## src/rtl/mips_ctrl_pkg.sv

```systemverilog
// Shared encodings for the multicycle MIPS main control FSM: state set, opcodes,
// datapath select codes and the decode dispatch helper.
package mips_ctrl_pkg;

    typedef enum logic [3:0] {
        INIT      = 4'd0,
        FETCH     = 4'd1,
        DECODE    = 4'd2,
        MEM_ADDR  = 4'd3,
        MEM_READ  = 4'd4,
        MEM_WB    = 4'd5,
        MEM_WRITE = 4'd6,
        R_EXEC    = 4'd7,
        R_WB      = 4'd8,
        I_EXEC    = 4'd9,
        I_WB      = 4'd10,
        BRANCH    = 4'd11,
        JUMP      = 4'd12,
        JR        = 4'd13,
        TRAP      = 4'd14
    } ctrlState_t;

    localparam logic [5:0] OP_RTYPE = 6'b000000;
    localparam logic [5:0] OP_LW    = 6'b100011;
    localparam logic [5:0] OP_SW    = 6'b101011;
    localparam logic [5:0] OP_BEQ   = 6'b000100;
    localparam logic [5:0] OP_BNE   = 6'b000101;
    localparam logic [5:0] OP_J     = 6'b000010;
    localparam logic [5:0] OP_JAL   = 6'b000011;
    localparam logic [5:0] OP_ADDI  = 6'b001000;
    localparam logic [5:0] OP_ANDI  = 6'b001100;
    localparam logic [5:0] OP_ORI   = 6'b001101;
    localparam logic [5:0] OP_LUI   = 6'b001111;
    localparam logic [5:0] FN_JR    = 6'b001000;

    localparam logic [2:0] ALU_ADD   = 3'b000;
    localparam logic [2:0] ALU_SUB   = 3'b001;
    localparam logic [2:0] ALU_AND   = 3'b010;
    localparam logic [2:0] ALU_OR    = 3'b011;
    localparam logic [2:0] ALU_PASSB = 3'b100;
    localparam logic [2:0] ALU_FUNCT = 3'b111;

    localparam logic [1:0] SRCB_REG    = 2'b00;
    localparam logic [1:0] SRCB_FOUR   = 2'b01;
    localparam logic [1:0] SRCB_IMM    = 2'b10;
    localparam logic [1:0] SRCB_IMM_SH = 2'b11;

    localparam logic [1:0] PCSRC_ALU    = 2'b00;
    localparam logic [1:0] PCSRC_ALUOUT = 2'b01;
    localparam logic [1:0] PCSRC_JUMP   = 2'b10;
    localparam logic [1:0] PCSRC_REG    = 2'b11;

    localparam logic [1:0] RDST_RT = 2'b00;
    localparam logic [1:0] RDST_RD = 2'b01;
    localparam logic [1:0] RDST_RA = 2'b10;

    localparam logic [1:0] MTR_ALUOUT = 2'b00;
    localparam logic [1:0] MTR_MDR    = 2'b01;
    localparam logic [1:0] MTR_PC     = 2'b10;

    // States that talk to the unified memory and are therefore watchdogged.
    function automatic logic isMemState(input ctrlState_t s);
        return (s == FETCH) || (s == MEM_READ) || (s == MEM_WRITE);
    endfunction

    function automatic ctrlState_t dispatchOpcode(input logic [5:0] op, input logic [5:0] fn);
        ctrlState_t next;
        case (op)
            OP_RTYPE: next = (fn == FN_JR) ? JR : R_EXEC;
            OP_LW,
            OP_SW:    next = MEM_ADDR;
            OP_BEQ,
            OP_BNE:   next = BRANCH;
            OP_J,
            OP_JAL:   next = JUMP;
            OP_ADDI,
            OP_ANDI,
            OP_ORI,
            OP_LUI:   next = I_EXEC;
            default:  next = TRAP;
        endcase
        return next;
    endfunction

    function automatic logic [2:0] iTypeAluOp(input logic [5:0] op);
        logic [2:0] aluOp;
        case (op)
            OP_ANDI: aluOp = ALU_AND;
            OP_ORI:  aluOp = ALU_OR;
            OP_LUI:  aluOp = ALU_PASSB;
            default: aluOp = ALU_ADD;
        endcase
        return aluOp;
    endfunction

endpackage

```

## src/rtl/mem_watchdog.sv

```systemverilog
// Stall counter for memory-facing states; flags a timeout when the access
// is still not ready on its MEM_TIMEOUT-th waiting cycle. MEM_TIMEOUT=0 disables it.
module mem_watchdog #(
    parameter int MEM_TIMEOUT = 16
) (
    input  logic clk,
    input  logic reset,
    input  logic memActive,
    input  logic memReady,
    output logic timeout
);

    localparam int CW = (MEM_TIMEOUT > 1) ? $clog2(MEM_TIMEOUT) : 1;
    localparam logic [CW-1:0] LIMIT = CW'((MEM_TIMEOUT > 0) ? (MEM_TIMEOUT - 1) : 0);
    localparam logic [CW-1:0] ONE = CW'(1);
    localparam bit ENABLE = (MEM_TIMEOUT != 0);

    logic [CW-1:0] count_r;

    // Count stalled cycles; any completion or leaving the memory states restarts the count.
    always_ff @(posedge clk or negedge reset) begin
        if (!reset) begin
            count_r <= {CW{1'b0}};
        end else if (!memActive || memReady) begin
            count_r <= {CW{1'b0}};
        end else if (count_r != LIMIT) begin
            count_r <= count_r + ONE;
        end else begin
            count_r <= count_r;
        end
    end

    // A ready on the limit cycle still completes normally, so ready masks the flag.
    always_comb begin
        timeout = 1'b0;
        if (ENABLE && memActive && !memReady && (count_r == LIMIT)) begin
            timeout = 1'b1;
        end else begin
            timeout = 1'b0;
        end
    end

endmodule

```

## src/rtl/multicycle_control.sv

```systemverilog
// Moore main control FSM for the multicycle MIPS datapath. Outputs decode from
// the state; only PCWrite/IRWrite are qualified by MemReady and Zero.
module multicycle_control
    import mips_ctrl_pkg::*;
#(
    parameter int MEM_TIMEOUT = 16
) (
    input  logic       clk,
    input  logic       reset,
    input  logic [5:0] Opcode,
    input  logic [5:0] Funct,
    input  logic       Zero,
    input  logic       MemReady,
    output logic       PCWrite,
    output logic       IorD,
    output logic       MemRead,
    output logic       MemWrite,
    output logic       IRWrite,
    output logic [1:0] MemToReg,
    output logic [1:0] RegDst,
    output logic       RegWrite,
    output logic       ALUSrcA,
    output logic [1:0] ALUSrcB,
    output logic [2:0] ALUOp,
    output logic [1:0] PCSource,
    output logic       ExtendSide,
    output logic       Fault
);

    ctrlState_t state_r;
    ctrlState_t nextState_s;
    logic       memActive_s;
    logic       memTimeout_s;
    logic       isLui_s;

    assign memActive_s = isMemState(state_r);
    assign isLui_s     = (Opcode == OP_LUI);

    mem_watchdog #(
        .MEM_TIMEOUT(MEM_TIMEOUT)
    ) uWatchdog (
        .clk      (clk),
        .reset    (reset),
        .memActive(memActive_s),
        .memReady (MemReady),
        .timeout  (memTimeout_s)
    );

    // State register; async reset drops every output to INIT values at once.
    always_ff @(posedge clk or negedge reset) begin
        if (!reset) begin
            state_r <= INIT;
        end else begin
            state_r <= nextState_s;
        end
    end

    // Next-state and datapath select decode.
    always_comb begin
        nextState_s = state_r;
        PCWrite     = 1'b0;
        IorD        = 1'b0;
        MemRead     = 1'b0;
        MemWrite    = 1'b0;
        IRWrite     = 1'b0;
        MemToReg    = MTR_ALUOUT;
        RegDst      = RDST_RT;
        RegWrite    = 1'b0;
        ALUSrcA     = 1'b0;
        ALUSrcB     = SRCB_REG;
        ALUOp       = ALU_ADD;
        PCSource    = PCSRC_ALU;
        ExtendSide  = 1'b0;
        Fault       = 1'b0;

        case (state_r)
            INIT: begin
                nextState_s = FETCH;
            end
            FETCH: begin
                MemRead  = 1'b1;
                ALUSrcB  = SRCB_FOUR;
                ALUOp    = ALU_ADD;
                PCSource = PCSRC_ALU;
                if (MemReady) begin
                    IRWrite     = 1'b1;
                    PCWrite     = 1'b1;
                    nextState_s = DECODE;
                end else if (memTimeout_s) begin
                    nextState_s = TRAP;
                end else begin
                    nextState_s = FETCH;
                end
            end
            DECODE: begin
                // Speculative branch target into ALUOut while the opcode dispatches.
                ALUSrcB     = SRCB_IMM_SH;
                ALUOp       = ALU_ADD;
                ExtendSide  = isLui_s;
                nextState_s = dispatchOpcode(Opcode, Funct);
            end
            MEM_ADDR: begin
                ALUSrcA     = 1'b1;
                ALUSrcB     = SRCB_IMM;
                ALUOp       = ALU_ADD;
                nextState_s = (Opcode == OP_LW) ? MEM_READ : MEM_WRITE;
            end
            MEM_READ: begin
                MemRead = 1'b1;
                IorD    = 1'b1;
                if (MemReady) begin
                    nextState_s = MEM_WB;
                end else if (memTimeout_s) begin
                    nextState_s = TRAP;
                end else begin
                    nextState_s = MEM_READ;
                end
            end
            MEM_WB: begin
                RegWrite    = 1'b1;
                RegDst      = RDST_RT;
                MemToReg    = MTR_MDR;
                nextState_s = FETCH;
            end
            MEM_WRITE: begin
                MemWrite = 1'b1;
                IorD     = 1'b1;
                if (MemReady) begin
                    nextState_s = FETCH;
                end else if (memTimeout_s) begin
                    nextState_s = TRAP;
                end else begin
                    nextState_s = MEM_WRITE;
                end
            end
            R_EXEC: begin
                ALUSrcA     = 1'b1;
                ALUSrcB     = SRCB_REG;
                ALUOp       = ALU_FUNCT;
                nextState_s = R_WB;
            end
            R_WB: begin
                RegWrite    = 1'b1;
                RegDst      = RDST_RD;
                MemToReg    = MTR_ALUOUT;
                nextState_s = FETCH;
            end
            I_EXEC: begin
                ALUSrcA     = 1'b1;
                ALUSrcB     = SRCB_IMM;
                ALUOp       = iTypeAluOp(Opcode);
                ExtendSide  = isLui_s;
                nextState_s = I_WB;
            end
            I_WB: begin
                // ExtendSide held so the lui result path stays stable through writeback.
                RegWrite    = 1'b1;
                RegDst      = RDST_RT;
                MemToReg    = MTR_ALUOUT;
                ExtendSide  = isLui_s;
                nextState_s = FETCH;
            end
            BRANCH: begin
                ALUSrcA     = 1'b1;
                ALUSrcB     = SRCB_REG;
                ALUOp       = ALU_SUB;
                PCSource    = PCSRC_ALUOUT;
                PCWrite     = (Opcode == OP_BNE) ? ~Zero : Zero;
                nextState_s = FETCH;
            end
            JUMP: begin
                PCWrite  = 1'b1;
                PCSource = PCSRC_JUMP;
                if (Opcode == OP_JAL) begin
                    RegWrite = 1'b1;
                    RegDst   = RDST_RA;
                    MemToReg = MTR_PC;
                end else begin
                    RegWrite = 1'b0;
                end
                nextState_s = FETCH;
            end
            JR: begin
                PCWrite     = 1'b1;
                PCSource    = PCSRC_REG;
                nextState_s = FETCH;
            end
            TRAP: begin
                Fault       = 1'b1;
                nextState_s = TRAP;
            end
            default: begin
                Fault       = 1'b1;
                nextState_s = TRAP;
            end
        endcase
    end

endmodule

```

## config.mk

```make
export PLATFORM = sky130hd
export DESIGN_NAME = multicycle_control
export DESIGN_NICKNAME = d
export VERILOG_FILES = /design/src/rtl/mips_ctrl_pkg.sv /design/src/rtl/mem_watchdog.sv /design/src/rtl/multicycle_control.sv
export SDC_FILE = /design/constraint.sdc
export NUM_CORES = 1
export LEC_CHECK = 0
export BUFFER_PORTS_ARGS = -buffer_cell sky130_fd_sc_hd__buf_2
export CAP_MARGIN = 20
export CELL_PAD_IN_SITES_DETAIL_PLACEMENT = 1
export CELL_PAD_IN_SITES_GLOBAL_PLACEMENT = 1
export CORE_MARGIN = 3
export CORE_UTILIZATION = 35
export CTS_CLUSTER_DIAMETER = 50
export DETAILED_ROUTE_END_ITERATION = 10
export GPL_TIMING_DRIVEN = 0
export HOLD_SLACK_MARGIN = 0.08
export PLACE_DENSITY = 0.8
export SKIP_CTS_REPAIR_TIMING = 1
export SLEW_MARGIN = 10
export SYNTH_ARGS = -nofsm -noshare
export SYNTH_HDL_FRONTEND = slang
export SYNTH_HIERARCHICAL = 1
export SYNTH_SLANG_ARGS = --single-unit
```

## constraint.sdc

```tcl
create_clock -name clk -period 2.6 [get_ports clk]
set_input_delay 0.52 -clock clk [delete_from_list [all_inputs] [get_ports clk]]
set_output_delay 0.52 -clock clk [all_outputs]
set_load 0.05 [all_outputs]
```

==> flow_summary.yaml <==
detailed_routing:
  drt-wirelength-per-cell_um: 14.2
  routed.top_layer: "met3"
  wl_met1_um: 1420
  dr.pass1.iters: 4
  wl_met2_um: 1440
  drtIter0Drc: 27
  drt-total-wl_um: 3000
  ant_nets: 0
  vias: 1182
  wl_met3_um: 138
  detail_route.vias_per_cell: 5.60
  drc: 0
placement:
  dp_hpwl_um: 2470
  io_buffers: 32
  gp_congestion: 0.806
  placed_area_sq_mm: 0.00126
yosys:
  synth-edff-count: 0
  postSynthAreaPerCell_sq_um: 7.20
  synth_top_area_share: 0.192
  synth_cell_type_count: 49
  synth_top_family_by_area: "simple AND/OR/NAND/NOR gates"
  synth_compound_area_frac: 0.271
  yosys.area_share.simple: 0.409
  synth_top_flop_cell: "dfrtp_1"
  synthAdderAreaFrac: 0.0120
  ys_warn_count: 6
  synth_mux_area_frac: 0.0192
  yosysSeqAreaShare: 0.192
  async_flop_share: 1.00
  synth_largest_area_cell: "dfrtp_1"
  ys_seq_elements: 8
  synth_xor_area_frac: 0.0168
  synth_cells: 145
  netlist_area_sq_mm: 0.00104
  synthTopCellsByArea: "dfrtp_1, nor2_1, a21oi_1"
  syn_nets: 162
power:
  p_sw_uw: 755
  intPower_uw: 491
  seq_power_share: 0.162
  vdd_ir_drop_max_mv: 0.230
  p_per_area_mw_per_mm2: 973
  swShare: 0.606
  p_leak_uw: 0.000616
  power.share.clock: 0.071
  combPwrFrac: 0.767
min_path:
  min_path_type: "in -> async"
clock_tree:
  clkLatencyLatePin_ps: 250
  clkTransAtPathRegs_ps: 50
  cts_sinks: 8
  ctsRootBufferMaster: "clkbuf_4"
  ctsHtreeMaxLevel: 1
  cts_buffer_depth: 2
  cts_made_buffers: 3
  cts_tree: "built"
die:
  initial_utilization: 0.372
  fp.dieH_um: 60.6
  die_area_sq_mm: 0.00367
  fp.dieW_um: 60.6
  ioPinCount: 36
  rows: 19
  core_area_sq_mm: 0.00281
final_layout:
  syn2layout_area_growth_pct: 22.8
  drive_gt1_frac: 0.311
  finalInstanceArea_sq_mm: 0.00128
  final_nets: 199
  num_antenna_cells: 0
  final_common_cell: "buf_2"
  nFillCells: 385
  layout_common_cells: "buf_2, nor2_1, nand2_1"
sta:
  slew-limit-headroom: 0.701
  min_period_over_period: 0.951
  finalSetupViolations: 0
  worst_pin_slew_ps: 448
  setup-tns-final_ps: 0
  slew_viol_final: 0
  hold_violations: 0
  fmax_ghz: 0.405
  min_period_ps: 2470
  clock_skew_ps: 7.86
  rsz0062_at_grt: "false"
global_routing:
  grt_pass1_wl_um: 5110
  grt_pass1_vias: 1189
  antenna_found_initial: 0
  grt_start_max_net_pins: 11
  grt_usage: 0.178
  grt-ovfl-total: 0
setup_path:
  crit_slowest_cell: "or3_1"
  max_stage_delay_ps: 300
  crit_buf_inv: 3
  crit_path_frequent_cell: "buf_2"
  cp_max_fo: 10
  startpoint_type: "input pin"
  path_cells: "buf_2 -> buf_2 -> nor3_2 -> nand4b_1 -> xor2_1 -> nor2_1 -> or3_1 -> buf_2"
  arrival_ps: 1950
  required_ps: 2080
  cpLargestDelayFamily: "simple AND/OR/NAND/NOR gates"
  crit_type: "in -> out"
  crit_path_end_kind: "output port"
job:
  drv_cap: 0
outcome:
  status: "complete, no violations"
-- cell usage after synthesis, types with 2 or more instances --
cell type   n
nor3_2      2
o22ai_1     2
or3_1       2
nor2_1     24
and3_1      3
a211o_1     2
a21oi_1     9
a211oi_1    5
dfrtp_1     8
a21boi_0    2
o211ai_1    2
mux2i_1     2
nor3_1      4
nand2_1    10
nand3_1     4
a31oi_1     2
o221ai_1    3
o31a_1      2
nand2b_1    6
nand3b_1    2
and2b_1     2
o21ai_0     3
nand4b_1    3
buf_4       2
nor2b_1     3
nand4_1     2
clkbuf_1    3
xor2_1      2
inv_1       3
buf_2       7
-- final cells by class --
class	instances	area [sq um]	share of cell area
Buffer	13	72.6	0.0566
Clock buffer	3	22.5	0.0176
Inverter	3	11.3	0.00879
Multi-Input combinational cell	121	776	0.605
Sequential cell	8	200	0.156
Tap cell	31	38.8	0.0303
Timing Repair Buffer	32	160	0.125
-- layer usage --
metal  GRT usage  up-vias
met5           0        -
met4      0.0186        0
met3      0.0255        0
met2       0.318       32
met1       0.236      551
li1            -      599
-- power groups by stage --
stage                     Sequential, uW  Combinational [uW]  Clock (uW)
after floorplan                      190                 761           0
after global placement               202                 942           0
after detailed placement             204                 959           0
after CTS                            202                 961        93.2
after global routing                 209                1040         107
final                                201                 957        88.6
-- kinds of logic after synthesis --
group | Yosys count
AND/OR/NAND/NOR | 76
buffers and inverters | 16
flip-flops | 8
XOR/XNOR | 2
AO/OA/AOI/OAI | 40
multiplexers | 2
adder cells (fa/ha/maj) | 1
-- sequential cells by signal, summed over array words and instances, names as in the netlist --
register           flops
uWatchdog/count_r      4
state_r                4
-- stage by stage --
step	setup slack, ps	total power, uW	instances	utilization	hold slack [ps]
floorplan	-141	951	145	-	224
global placement	140	1140	208	0.449	365
detailed placement	113	1160	208	0.449	367
CTS	115	1260	211	0.457	98.9
global route	24.7	1350	211	0.457	95.2
finish	128	1250	211	0.457	99.5
-- worst paths after layout --
| path | start | end | slack [ps] | depth (start not counted) |
|---|---|---|---|---|
| worst max-delay path | Opcode[5] | PCWrite | 130 | 8 |
| worst min-delay path | reset | uWatchdog/count_r[0] | 100 | 1 |
| worst max register to register | state_r[1] | state_r[2] | 300 | 10 |
| worst min register to register | uWatchdog/count_r[1] | uWatchdog/count_r[1] | 600 | 2 |
| max in group asynchronous | reset | state_r[3] | 2330 | 1 |
| min in group clk | uWatchdog/count_r[1] | uWatchdog/count_r[1] | 600 | 2 |
Power figures use the tool's default switching activity.
